[src/rtl/axi_line_writeback.sv]
// Writes one 32-byte cache line per request as an 8-beat AXI3 INCR burst and tracks outstanding B responses.
// Optional macro AXI_LINE_WB_AW_W_OVERLAP_EN lets W beats start alongside the AW request.
module axi_line_writeback #(
    parameter int         MAX_OUTSTANDING = 2,
    parameter logic [3:0] AXI_ID          = 4'd1
) (
    input  logic         clk,
    input  logic         rst,
    input  logic         line_req,
    output logic         line_ack,
    input  logic [26:0]  line_paddr,
    input  logic [255:0] line_data,
    output logic         busy,
    output logic         idle_all,
    output logic         bresp_err,
    output logic [3:0]   awid,
    output logic [31:0]  awaddr,
    output logic [3:0]   awlen,
    output logic [2:0]   awsize,
    output logic [1:0]   awburst,
    output logic [1:0]   awlock,
    output logic [3:0]   awcache,
    output logic [2:0]   awprot,
    output logic         awvalid,
    input  logic         awready,
    output logic [3:0]   wid,
    output logic [31:0]  wdata,
    output logic [3:0]   wstrb,
    output logic         wlast,
    output logic         wvalid,
    input  logic         wready,
    input  logic [3:0]   bid,
    input  logic [1:0]   bresp,
    input  logic         bvalid,
    output logic         bready
);

    typedef enum logic [1:0] {S_IDLE, S_AW, S_W} state_t;

    state_t        state;
    logic [2:0]    word_idx;
    logic [3:0]    outstanding;
    logic [26:0]   paddr_reg;
    logic [255:0]  line_reg;
    logic          aw_hs;
    logic          w_hs;
    logic          wlast_hs;
    logic          b_hs;
    logic          burst_done;
    logic          unused_bid;

    assign unused_bid = ^bid;

    assign line_ack = (state == S_IDLE) && line_req && (outstanding < 4'(MAX_OUTSTANDING));

    assign awid    = AXI_ID;
    assign awaddr  = {paddr_reg, 5'b0};
    assign awlen   = 4'd7;
    assign awsize  = 3'd2;
    assign awburst = 2'b01;
    assign awlock  = 2'b00;
    assign awcache = 4'b0000;
    assign awprot  = 3'b000;
    assign awvalid = (state == S_AW);

    assign wid   = AXI_ID;
    assign wdata = line_reg[{word_idx, 5'b0} +: 32];
    assign wstrb = 4'hF;
    assign wlast = (word_idx == 3'd7);

    assign aw_hs    = awvalid && awready;
    assign w_hs     = wvalid && wready;
    assign wlast_hs = w_hs && wlast;
    assign b_hs     = bvalid && bready;

`ifdef AXI_LINE_WB_AW_W_OVERLAP_EN
    // S_AW means the address is still pending; w_done remembers a W stream that finished first.
    logic w_done;

    assign wvalid     = ((state == S_AW) || (state == S_W)) && !w_done;
    assign burst_done = ((state == S_AW) && aw_hs && (w_done || wlast_hs)) ||
                        ((state == S_W) && wlast_hs);
`else
    assign wvalid     = (state == S_W);
    assign burst_done = wlast_hs;
`endif

    // The completing wlast beat already counts as outstanding for B acceptance.
    assign bready   = (outstanding != 4'd0) || burst_done;
    assign busy     = (state != S_IDLE) || (outstanding != 4'd0);
    assign idle_all = !busy;

    always_ff @(posedge clk or posedge rst) begin
        if (rst) begin
            state       <= S_IDLE;
            word_idx    <= 3'd0;
            outstanding <= 4'd0;
            bresp_err   <= 1'b0;
            paddr_reg   <= 27'd0;
            line_reg    <= 256'd0;
`ifdef AXI_LINE_WB_AW_W_OVERLAP_EN
            w_done      <= 1'b0;
`endif
        end else begin
            if (burst_done && !b_hs) begin
                outstanding <= outstanding + 4'd1;
            end else if (!burst_done && b_hs) begin
                outstanding <= outstanding - 4'd1;
            end
            if (b_hs && (bresp != 2'b00)) begin
                bresp_err <= 1'b1;
            end
            if (w_hs) begin
                word_idx <= word_idx + 3'd1;
            end
            case (state)
                S_IDLE: begin
                    if (line_ack) begin
                        paddr_reg <= line_paddr;
                        line_reg  <= line_data;
                        state     <= S_AW;
`ifdef AXI_LINE_WB_AW_W_OVERLAP_EN
                        word_idx  <= 3'd0;
                        w_done    <= 1'b0;
`endif
                    end
                end
                S_AW: begin
`ifdef AXI_LINE_WB_AW_W_OVERLAP_EN
                    if (wlast_hs) begin
                        w_done <= 1'b1;
                    end
                    if (aw_hs) begin
                        state <= (w_done || wlast_hs) ? S_IDLE : S_W;
                    end
`else
                    if (aw_hs) begin
                        word_idx <= 3'd0;
                        state    <= S_W;
                    end
`endif
                end
                S_W: begin
                    if (wlast_hs) begin
                        state <= S_IDLE;
                    end
                end
                default: state <= S_IDLE;
            endcase
        end
    end

endmodule

[config.mk]
export PLATFORM = sky130hd
export DESIGN_NAME = axi_line_writeback
export DESIGN_NICKNAME = d
export VERILOG_FILES = /design/src/rtl/axi_line_writeback.sv
export SDC_FILE = /design/constraint.sdc
export NUM_CORES = 1
export LEC_CHECK = 0
export CORE_MARGIN = 3
export CORE_UTILIZATION = 58
export DETAILED_ROUTE_END_ITERATION = 12
export DONT_BUFFER_PORTS = 1
export GPL_TIMING_DRIVEN = 0
export PLACE_DENSITY = 0.76
export SYNTH_ARGS = -nofsm -noshare
export SYNTH_HDL_FRONTEND = slang
export SYNTH_SLANG_ARGS = --single-unit
export TNS_END_PERCENT = 100
[constraint.sdc]
create_clock -name clk -period 10.2 [get_ports clk]
set_input_delay 2.55 -clock clk [delete_from_list [all_inputs] [get_ports clk]]
set_output_delay 2.55 -clock clk [all_outputs]
set_load 0.1 [all_outputs]
==> qor.csv <==
metric,value,unit
Root Buffer,clkbuf_16,
Final Hold Violating Endpoints,0,
vias per inst,5.53,
cts repair resizes,0,
Synth area leader,dfrtp_1,
ANT cells,0,
setup TNS,0,ns
TritonCTS clock tree,done,
grt total ovfl,0,
max reg flops,256,
Ports,397,
# rows,55,
Detailed Route WL,38600,um
Reg2Reg Capture Point,outstanding[3]$_DFFE_PP0P_,
sequential share of the synthesized area,0.543,
vias in the first global route,10400,
Detailed Routing Iterations Pass 1,5,
number of antenna-violating nets in the routed design,0,
Syn Inst Count,1405,
Yosys Warn Count,0,
R2R cell count,9,
full die area,25100,um2
max frequency,0.160,GHz
Overall Global Routing Usage,0.303,
port bufs,0,
Post-CTS Setup Bufs,0,
Slew headroom,0.253,
largest net degree at the start of global routing,44,
number of DRC markers in iteration 0,717,
post-synth cell types,36,
P&R area growth vs syn,13.5,%
most frequent cells after synthesis,"855 x nand2_1, 293 x dfrtp_1, 53 x mux4_2",
clk sinks,293,
WP data arrival,3.70,ns
FF-to-FF setup slack,6.94,ns
initial antenna violation count,0,
Post-synth EDFFs,0,
Crit. Startpoint,line_req,
fin. max-slew vios,0,
fillers,1776,
Setup crit end kind,output pin,
WL/cell,21.2,um
Worst Setup EP,line_ack,
htree depth,1,
CP required,7.65,ns
first-pass GRT wire length,57600,um
RSZ-0062 raised after global routing,false,
launching point of the worst reg2reg path,word_idx[1]$_DFF_PP0_,
Post-CTS Hold Fix Bufs,0,
HPWL Detailed,28300,um
Synth Register Bits,293,
layout cell share with drive strength beyond 1,0.156,
DR vias,10100,
WS Path Type,in -> out,
Multi-input gate area,5580,um2
main area contributors after synthesis,"dfrtp_1 54%, nand2_1 24%, mux4_2 8.8%",
nets@finish,1780,
synthesized cell area,13500,um2
GP Congestion,0.904,
Tcrit/Tclk final,0.613,
top_reg_cell synth,dfrtp_1,
"CTS clk-pin slew, worst paths",0.06,ns
DRC,0,
FF+latch area,7330,um2
critical path peak fanout,10,
Max Cap Violations,0,
Hold Crit Class,reg -> reg,
crit start category,primary input,
Finish-stage setup viols,0,
clock buffer depth,3,
most frequent cell after synthesis,nand2_1,
core area,22800,um2
fin crit period,6.25,ns
CTS Buf Count,30,
Synth top area share,0.543,
status,"finished, final reports clean",
Initial Utilization,0.593,
clock skew,0.0207,ns
worst skew pair latency,0.56,ns
DIE WIDTH,159,um
Die Y,159,um
asr flop ratio synth,1.00,
"Avg Cell Area, Syn",9.61,um2
Worst-Margin Slew,1.12,ns
critical path, stage by stage:
cell and delay, ns:
nand3_1 0.26, inv_2 0.18, clkbuf_2 0.68
worst min-delay path by stage:
stage,cells after the start,slack (ns),from,end
CTS,2,0.47,line_reg[34]$_DFFE_PP0P_,line_reg[34]$_DFFE_PP0P_
global placement,2,0.45,line_reg[106]$_DFFE_PP0P_,line_reg[106]$_DFFE_PP0P_
global route,2,0.49,line_reg[93]$_DFFE_PP0P_,line_reg[93]$_DFFE_PP0P_
detailed placement,2,0.45,line_reg[34]$_DFFE_PP0P_,line_reg[34]$_DFFE_PP0P_
finish,2,0.47,line_reg[34]$_DFFE_PP0P_,line_reg[34]$_DFFE_PP0P_
floorplan,2,0.44,line_reg[32]$_DFFE_PP0P_,line_reg[32]$_DFFE_PP0P_
routing by layer:
metal  GRT usage  wire (um)  vias up
met5           0          0        -
met4       0.102       1250        0
met3      0.0851       3670       85
met2       0.520      19500      490
met1       0.372      14200     4930
li1            -          -     4551
cells by family (layout without fill, tap and decap cells):
family,count (synthesis),in the layout,share of synthesized area
AND/OR/NAND/NOR,871,871,0.245
flip-flops,293,293,0.543
buffers and inverters,121,187,0.0530
multiplexers,99,99,0.146
AO/OA/AOI/OAI,11,11,0.00528
adder cells (fa/ha/maj),5,5,0.00519
XOR/XNOR,3,3,0.00195
other,2,35,0.000556
layout by cell type, fill, tap and decap left out, types with 2 or more instances in the layout:
master,count
nand2_1,855
dfrtp_1,293
mux4_2,53
buf_2,40
buf_4,35
conb_1,35
clkbuf_1,33
clkbuf_16,30
mux2_4,25
buf_12,11
mux4_1,11
mux2_2,7
bufinv_16,6
clkinv_2,6
clkinvlp_4,5
buf_1,4
nand2b_1,4
a21oi_1,4
ha_1,4
nor2_1,3
a211oi_1,3
xor2_1,3
clkinv_4,3
clkbuf_8,3
or2_1,2
inv_1,2
nand3_1,2
mux2_1,2
clkbuf_4,2
clkinv_8,2
buf_16,2
stage by stage:
stage          hold WS [ns]  instances   util  area [um2]  worst slack [ns]
4_1_cts               0.469       1817  0.673       15300              3.93
3_5_place_dp          0.454       1761  0.624       14200              3.93
3_3_place_gp          0.450       1751  0.615       14000              2.28
6_report              0.469       1817  0.673       15300              3.95
2_1_floorplan         0.437       1438      -       13600              3.76
5_1_grt               0.486       1817  0.673       15300              3.91
cell type report:
class	count	area share
Clock buffer	35	0.0522
Sequential cell	293	0.479
Clock inverter	21	0.0195
Timing Repair Buffer	10	0.0130
Multi-Input combinational cell	1024	0.364
Inverter	4	0.00123
Buffer	117	0.0458
Tap cell	313	0.0256
Power is not shown: default switching activity piles up to over one toggle a cycle in this logic, so the estimate is an artifact.
